--- src/rtl/reg_bank_slave.sv ---
// reg_bank_slave: small register bank behind a valid/ready request port.
// A request is accepted from IDLE when valid and ready are both high.
// The slave then spends WAIT_CYC cycles in WAIT and one cycle in RESP.
// In the RESP cycle it raises rvalid together with rdata and err.
//
// Optional feature: `define REG_BANK_WSTRB_EN adds a byte-strobe input.
// When the macro is absent, every write updates all DW bits.
//
// Parameters
//   DW       register/data width (multiple of 8)
//   NREG     number of implemented registers (1..2**AW)
//   AW       address width
//   WAIT_CYC wait states between accept and response (0..15)
// Ports
//   clk      rising-edge clock
//   rst      synchronous active-high reset
//   valid    request present
//   we       1 = write, 0 = read
//   addr     register index
//   wdata    write data
//   wstrb    byte strobes (only with REG_BANK_WSTRB_EN)
//   ready    slave can accept a request (IDLE and not in reset)
//   rvalid   one-cycle response strobe
//   rdata    read data, zero whenever rvalid is low
//   err      address out of range, qualified by rvalid
//
// state | meaning
// IDLE  | ready high, waiting for valid
// WAIT  | request captured, wait-state down-counter running
// RESP  | rvalid high for one cycle; a write commits on the closing edge
module reg_bank_slave #(
  parameter int DW       = 8,
  parameter int NREG     = 4,
  parameter int AW       = 2,
  parameter int WAIT_CYC = 1
) (
  input  logic          clk,
  input  logic          rst,
  input  logic          valid,
  input  logic          we,
  input  logic [AW-1:0] addr,
  input  logic [DW-1:0] wdata,
`ifdef REG_BANK_WSTRB_EN
  input  logic [DW/8-1:0] wstrb,
`endif
  output logic          ready,
  output logic          rvalid,
  output logic [DW-1:0] rdata,
  output logic          err
);

  localparam int NB = DW / 8;
  // The counter is loaded with WAIT_CYC-1 so WAIT lasts exactly WAIT_CYC cycles.
  localparam logic [3:0]  CNT_INIT = (WAIT_CYC > 0) ? 4'(WAIT_CYC - 1) : 4'd0;
  localparam logic [AW:0] NREG_W   = (AW + 1)'(NREG);

  typedef enum logic [1:0] {IDLE, WAIT, RESP} state_t;

  state_t          state, state_nxt;
  logic [3:0]      cnt, cnt_nxt;
  logic            we_q;
  logic [AW-1:0]   addr_q;
  logic [DW-1:0]   wdata_q;
  logic [NB-1:0]   strb_q;
  logic [DW-1:0]   regs [NREG];
  logic [DW-1:0]   rd_sel;
  logic [DW-1:0]   wr_mask;
  logic            accept;
  logic            in_range;
  logic            commit;

`ifndef REG_BANK_WSTRB_EN
  assign strb_q = '1;
`endif

  assign ready    = (state == IDLE) && !rst;
  assign accept   = valid && ready;
  assign in_range = {1'b0, addr_q} < NREG_W;
  assign commit   = (state == RESP) && we_q && in_range;

  // rvalid is gated by rst so that a reset landing in RESP yields no response.
  assign rvalid = (state == RESP) && !rst;
  assign err    = rvalid && !in_range;
  assign rdata  = (rvalid && !we_q && in_range) ? rd_sel : '0;

  always_comb begin
    rd_sel = '0;
    for (int i = 0; i < NREG; i++) begin
      if (addr_q == AW'(i)) rd_sel = regs[i];
    end
  end

  always_comb begin
    wr_mask = '0;
    for (int b = 0; b < NB; b++) begin
      wr_mask[8*b +: 8] = {8{strb_q[b]}};
    end
  end

  always_comb begin
    state_nxt = state;
    cnt_nxt   = cnt;
    case (state)
      IDLE: begin
        if (accept) begin
          if (WAIT_CYC == 0) begin
            state_nxt = RESP;
          end else begin
            state_nxt = WAIT;
            cnt_nxt   = CNT_INIT;
          end
        end
      end
      WAIT: begin
        if (cnt == 4'd0) state_nxt = RESP;
        else             cnt_nxt   = cnt - 4'd1;
      end
      RESP:    state_nxt = IDLE;
      default: state_nxt = IDLE;
    endcase
  end

  always_ff @(posedge clk) begin
    if (rst) begin
      state   <= IDLE;
      cnt     <= 4'd0;
      we_q    <= 1'b0;
      addr_q  <= '0;
      wdata_q <= '0;
`ifdef REG_BANK_WSTRB_EN
      strb_q  <= '0;
`endif
      for (int i = 0; i < NREG; i++) regs[i] <= '0;
    end else begin
      state <= state_nxt;
      cnt   <= cnt_nxt;
      if (accept) begin
        we_q    <= we;
        addr_q  <= addr;
        wdata_q <= wdata;
`ifdef REG_BANK_WSTRB_EN
        strb_q  <= wstrb;
`endif
      end
      if (commit) begin
        for (int i = 0; i < NREG; i++) begin
          if (addr_q == AW'(i)) regs[i] <= (regs[i] & ~wr_mask) | (wdata_q & wr_mask);
        end
      end
    end
  end

endmodule

--- config.mk ---
export PLATFORM = sky130hd
export DESIGN_NAME = reg_bank_slave
export DESIGN_NICKNAME = d
export VERILOG_FILES = /design/src/rtl/reg_bank_slave.sv
export SDC_FILE = /design/constraint.sdc
export NUM_CORES = 1
export LEC_CHECK = 0
export BUFFER_PORTS_ARGS = -buffer_cell sky130_fd_sc_hd__buf_2
export CAP_MARGIN = 20
export CORE_MARGIN = 2
export CORE_UTILIZATION = 55
export DETAILED_ROUTE_END_ITERATION = 6
export GPL_TIMING_DRIVEN = 0
export PLACE_DENSITY = 0.77
export SLEW_MARGIN = 20
export SYNTH_ARGS = -nofsm -noshare
export SYNTH_HDL_FRONTEND = slang
export SYNTH_SLANG_ARGS = --single-unit
--- constraint.sdc ---
create_clock -name clk -period 2 [get_ports clk]
set_input_delay 0.4 -clock clk [delete_from_list [all_inputs] [get_ports clk]]
set_output_delay 0.4 -clock clk [all_outputs]
set_load 0.05 [all_outputs]
==> results.ini, run 1 <==
[status]
status=finished with violations
violations=setup timing

[floorplan]
die_area_um2=4560
io_pins=25
start_util_pct=56.3
coreArea_um2=3940
die_h_um=67.5
num_rows=23
die_w_um=67.5

[synthesis]
synth_edf_count=32
ys_types=35
ys_ff_latch=49
synth_cells=184
yosysSeqAreaShare_pct=58.6
synthFlopType=edfxtp_1
netlist_area_um2=2220
syn-num-nets=199
synth_area_per_cell_um2=12.1
yosys_warnings=0
ys_async_sr_fraction_pct=0

[route]
avgViaCountPerCell=5.59
ant_nets=0
dr_total_vias=1503
drt_first_iter_violations=74
first_pass_iters=4
wl_per_cell_um=16.1
wirelength_um=4330
drc=0

[setup_path]
critical_path.slowest_cell=or4b_4
end_kind=output port
regToRegSetupSlack_ns=0.07
path_cells=or4b_4 -> nor2b_1 -> buf_6
start_kind=flip-flop
critPathMaxStageDelay_ns=0.66
path_max_fanout=8
critPathKind=reg2out
regToRegStartpoint=state[0]
rr_endpoint=regs[0][7]
cp.required_ns=1.60
reg2regPathDepth=4
crit_path_start=state[0]
timing.critical_path.arrival_ns=1.67

[global_route]
grt_pass1_wl_um=7070
antenna_found_initial=0
grt_use_total_pct=22.3
grt_max_degree=15
grt_pass1_vias=1457
overflow=0

[min_path]
hold_path.class=in2reg
hold_depth=3
min_to=we_q
hold_start=we

[finish]
fillers=292
seqCellArea_um2=1310
layout_common_cells=32 x and2_1, 32 x edfxtp_1, 23 x nand2_1
final_nets=233
n_antenna_cell=0
syn2layout_area_growth_pct=19.5
fin_util_pct=67.3
multi_input_area_um2=901
drive_gt1_share_pct=29.2

[timing]
fin_crit_ns=2.07
relSlewSlack_pct=40.0
fin_hold_ws_ns=0.319
max_clock_freq_mhz=482
finalHoldViolations=0
setup_viol=8
slew_viol_final=0
fin_skew_ns=0.00556
rsz0062_at_grt=yes
fin_ws_ns=-0.0746
fin_crit_sh_pct=104
worst_pin_slew_ns=0.898

[clock_network]
cts_tree=built
cts_max_level=2
clk_transition_reported_paths_ns=0.09
cts_buffer_depth=2
cts-buffers-inserted=5
cts-root-buf=clkbuf_8
clock_latency_ns=0.31
clkSinkCount=49

[power]
total_power_mw=1.85
power.density_nw_per_um2=697
power_leakage_nw=0.986
vdd.ir_drop.worst_mv=0.469

[run]
drv_cap=0

[place]
hpwlAfterDp_um=2920
preCtsSetupSlack_ns=-0.164
numPortBuffers=22
gp_congestion=0.775

-- worst max path at each step --
stage	to	slack (ns)	cells after the start
after global placement	rdata[7]	-0.15	4
after global routing	rdata[6]	-0.13	5
after CTS	rdata[5]	-0.07	5
after floorplan	rdata[0]	-0.28	3
after detailed placement	rdata[7]	-0.16	4
final	rdata[2]	-0.07	3
-- stage by stage --
step / area (um^2) / std cells / setup TNS (ns)
finish: 2660 / 269 / -0.531
global placement: 2400 / 256 / -1.76
global route: 2660 / 269 / -0.881
detailed placement: 2400 / 256 / -1.84
floorplan: 2230 / 184 / -2.27
CTS: 2650 / 269 / -0.505
-- critical path, delay by kind of cell (launching register included) --
| family | cells | cell delay [ns] |
|---|---|---|
| buffers and inverters | 1 | 0.17 |
| DFF | 1 | 0.35 |
| and+or+nand+nor | 2 | 0.84 |
-- cells in the mapped netlist, types with 2 or more instances --
cell type,instances,area share (%)
o21bai_1,2,0.68
buf_2,5,1.1
edfxtp_1,32,43
a21oi_1,13,2.9
dfxtp_1,17,15
or3_1,3,0.85
nor3b_1,2,0.68
o211ai_1,2,0.68
clkbuf_1,3,0.51
or4b_1,2,0.90
nand2_1,23,3.9
and2_1,32,9.0
nor2b_1,12,3.4
nand3_1,5,1.1
inv_1,2,0.34
a31oi_1,2,0.56
nor4b_1,2,0.79
mux4_2,8,8.1
-- cells by family (layout without fill, tap and decap cells) --
kind of cell               count (synthesis)  in the layout  share of synthesized area, %
AOI/OAI and AO/OA                         22             22                          5.91
buffers and inverters                     13             48                          2.99
DFF                                       49             49                          58.6
muxes                                      8              8                          8.11
other                                      1              1                         0.169
adders and majority gates                  1              1                         0.563
and+or+nand+nor                           90             90                          23.7
-- metal layers --
layer / wire, um / vias up / part of all wire [%] / track usage, %
met4: 134 / 0 / 3.1 / 11.5
met3: 156 / 13 / 3.6 / 4.33
li1: - / 722 / - / -
met1: 1760 / 728 / 41 / 28.3
met2: 2280 / 40 / 53 / 36.3
met5: 0 / - / 0 / 0
-- registers in the layout, summed over array words and instances (netlist names) --
name,cells
wdata_q,8
regs,32
cnt,4
state,2
we_q,1
addr_q,2
-- cell type report --
cell class                      count  area share [%]
Clock buffer                        7            2.87
Multi-Input combinational cell    122            33.9
Clock inverter                      1           0.283
Buffer                             11            2.83
Timing Repair Buffer               27            8.06
Tap cell                           50            2.36
Inverter                            2           0.283
Sequential cell                    49            49.4
-- timing repair --
action	in CTS	in global routing
resized for setup	37	3
buffers inserted	5	0
hold buffers	0	0
endpoints found under the setup margin	16	16
gates cloned	0	0
pin swaps	1	0
-- report_power, final --
part / internal [mW] / switching, mW
Sequential: 1.11 / 0.0205
Combinational: 0.0737 / 0.0841
Clock: 0.248 / 0.319
Total: 1.43 / 0.424
Note: power is estimated with default switching activity, not from simulation.
==> inputs of run 2 (changes only) <==
--- a/config.mk
+++ b/config.mk
@@ -7,7 +7,6 @@
 export LEC_CHECK = 0
 export BUFFER_PORTS_ARGS = -buffer_cell sky130_fd_sc_hd__buf_2
 export CAP_MARGIN = 20
-export CORE_MARGIN = 2
 export CORE_UTILIZATION = 55
 export DETAILED_ROUTE_END_ITERATION = 6
 export GPL_TIMING_DRIVEN = 0
==> constraint.sdc (replaced) <==
create_clock -name clk -period 2.25 [get_ports clk]
set_input_delay 0.45 -clock clk [delete_from_list [all_inputs] [get_ports clk]]
set_output_delay 0.45 -clock clk [all_outputs]
set_load 0.05 [all_outputs]
==> run 2 against run 1 <==
Combinational power down 23%; worst hold slack gained 0.062 ns; critical path depth unchanged; register-to-register slack better by 0.30 ns; die area shrank 5.8%; count of clock-buffer cells in the layout unchanged; routed wire length is 3.9% lower; first-iteration DRC count shrank 39%; clock power is 11% lower; the flow now finishes without violations; largest cell class unchanged; global-route usage shrank 0.94 points; non-clock buffer count fell by 6.
==> results.ini, run 2 (synthesis gave the netlist of run 1 again) <==
[finish]
drive_gt1_share_pct=22.5  ; -6.7 points
fillers=283  ; -3.1%
n_antenna_cell=0  ; unchanged
regMostFlops=regs
seqCellArea_um2=1300  ; -0.67%
final_nets=227  ; -2.6%
reg_top3=regs (32), wdata_q (8), cnt (4)
multi_input_area_um2=867  ; -3.7%
largest_reg_flops=32  ; unchanged
layout_common_cells=32 x and2_1, 32 x edfxtp_1, 25 x buf_2
fin_util_pct=66.2  ; -1.2 points
design_area_um2=2490  ; -6.0%
syn2layout_area_growth_pct=12.3

[clock_network]
cts_setup_buffers=0  ; -5
cts-buffers-inserted=5  ; unchanged
cts_max_level=2  ; unchanged
postCtsHoldBufs=0  ; unchanged
clkSinkCount=49  ; unchanged
cts_tree=built
cts-root-buf=clkbuf_8
clk_transition_reported_paths_ns=0.08  ; about the same
cts_buffer_depth=2  ; unchanged
clock_latency_ns=0.30  ; about the same

[power]
vdd.ir_drop.worst_mv=0.471  ; +0.52%
power.density_nw_per_um2=652  ; -6.5%
total_power_mw=1.63  ; -12%
power_leakage_nw=0.928  ; -5.8%

[floorplan]
die_area_um2=4300  ; -5.8%
num_rows=22  ; -4.3%
start_util_pct=58.9  ; +2.6 points
coreArea_um2=3770  ; -4.3%
die_h_um=65.5  ; -3.0%
die_w_um=65.5  ; -3.0%
io_pins=25  ; unchanged

[global_route]
grt_use_total_pct=21.3  ; -0.94 points
grt_max_degree=18  ; +3
antenna_found_initial=0  ; unchanged
grt_pass1_wl_um=6510  ; -7.8%
grt_pass1_vias=1398  ; -4.0%
overflow=0  ; unchanged

[timing]
fin_crit_ns=2.16
fin_hold_ws_ns=0.381  ; +0.0618 ns
slew_viol_final=0  ; unchanged
finalHoldViolations=0  ; unchanged
relSlewSlack_pct=43.9  ; +3.9 points
fin_crit_sh_pct=96.2
max_clock_freq_mhz=462
fin_skew_ns=0.00809  ; +0.00253 ns
fin_ws_ns=0.0851  ; +0.160 ns
worst_pin_slew_ns=0.840  ; -0.0578 ns
setup_viol=0  ; -8
rsz0062_at_grt=no

[route]
top_layer_used=met4
wl_per_cell_um=15.9  ; -0.96%
dr_total_vias=1463  ; -2.7%
met2_wirelength_um=2070  ; -9.0%
avgViaCountPerCell=5.61  ; +0.32%
ant_nets=0  ; unchanged
first_pass_iters=4  ; unchanged
drt_first_iter_violations=45  ; -39%
wirelength_um=4160  ; -3.9%
drt-met1-wl_um=1830  ; +3.9%
drc=0  ; unchanged
met3_length_um=183  ; +17%

[setup_path]
regToRegStartpoint=addr_q[1]
end_kind=output port
regToRegSetupSlack_ns=0.37  ; +0.30 ns
timing.critical_path.arrival_ns=1.71  ; +0.04 ns
path_max_fanout=8  ; unchanged
start_kind=flip-flop
critPathKind=reg2out
cp.required_ns=1.80  ; +0.20 ns
reg2regPathDepth=3  ; -1
rr_endpoint=regs[2][1]

[place]
gp_congestion=0.819  ; +5.7%
numPortBuffers=22  ; unchanged
hpwlAfterDp_um=2860  ; -2.0%
preCtsSetupSlack_ns=-0.0125  ; +0.152 ns
placed_area_um2=2400  ; -0.10%

[min_path]
hold_start=wdata[0]
hold_depth=3  ; unchanged
hold_path.class=in2reg
min_to=wdata_q[0]

[status]
status=finished clean

[run]
drv_cap=0  ; unchanged

-- run 2: changes by cell type in the layout (fill, tap and decap cells not counted), sizes merged --
cell | before | now
buf | 35 | 29
-- run 2: layout make-up --
class                           instances  share of cell area [%]
Timing Repair Buffer                   22                    4.51
Tap cell                               48                    2.41
Multi-Input combinational cell        122                    34.8
Buffer                                 10                    2.46
Inverter                                2                   0.301
Sequential cell                        49                    52.2
Clock inverter                          1                   0.301
Clock buffer                            7                    3.06
-- run 2: worst max path at each step --
stage                     startpoint       end  depth (start not counted)
after floorplan                  rst  rdata[0]                          3
after global placement           rst  rdata[6]                          4
after detailed placement         rst  rdata[6]                          4
after CTS                   state[1]  rdata[6]                          3
after global routing       addr_q[1]  rdata[3]                          4
final                       state[0]  rdata[7]                          3
-- run 2: worst max-delay path: stages (launching register included) --
cell,delay (ns)
dfxtp_1,0.39
or4b_4,0.63
nor2b_1,0.14
buf_2,0.26
-- run 2: through the flow --
step	std cells	TNS, ns
final	261	0
after global routing	261	0
after CTS	261	0
after detailed placement	254	-0.0125
after global placement	254	-0.00146
after floorplan	184	-1.07
-- run 2: metal layers --
layer	vias to the layer above	global-route usage, %
li1	709	-
met4	0	8.97
met5	-	0
met2	44	34.4
met3	9	5.38
met1	701	27.3
-- run 2: where the power goes --
group | leakage [nW] | internal, mW | switching [mW]
registers | 0.469 | 0.985 | 0.0189
logic | 0.420 | 0.0517 | 0.0689
clock network | 0.0385 | 0.220 | 0.283
-- run 2: timing repair --
item / 4_1_cts / 5_1_grt
setup endpoints to repair: 8 / 7
hold endpoints to repair: 0 / 0
gates resized for setup: 3 / 4
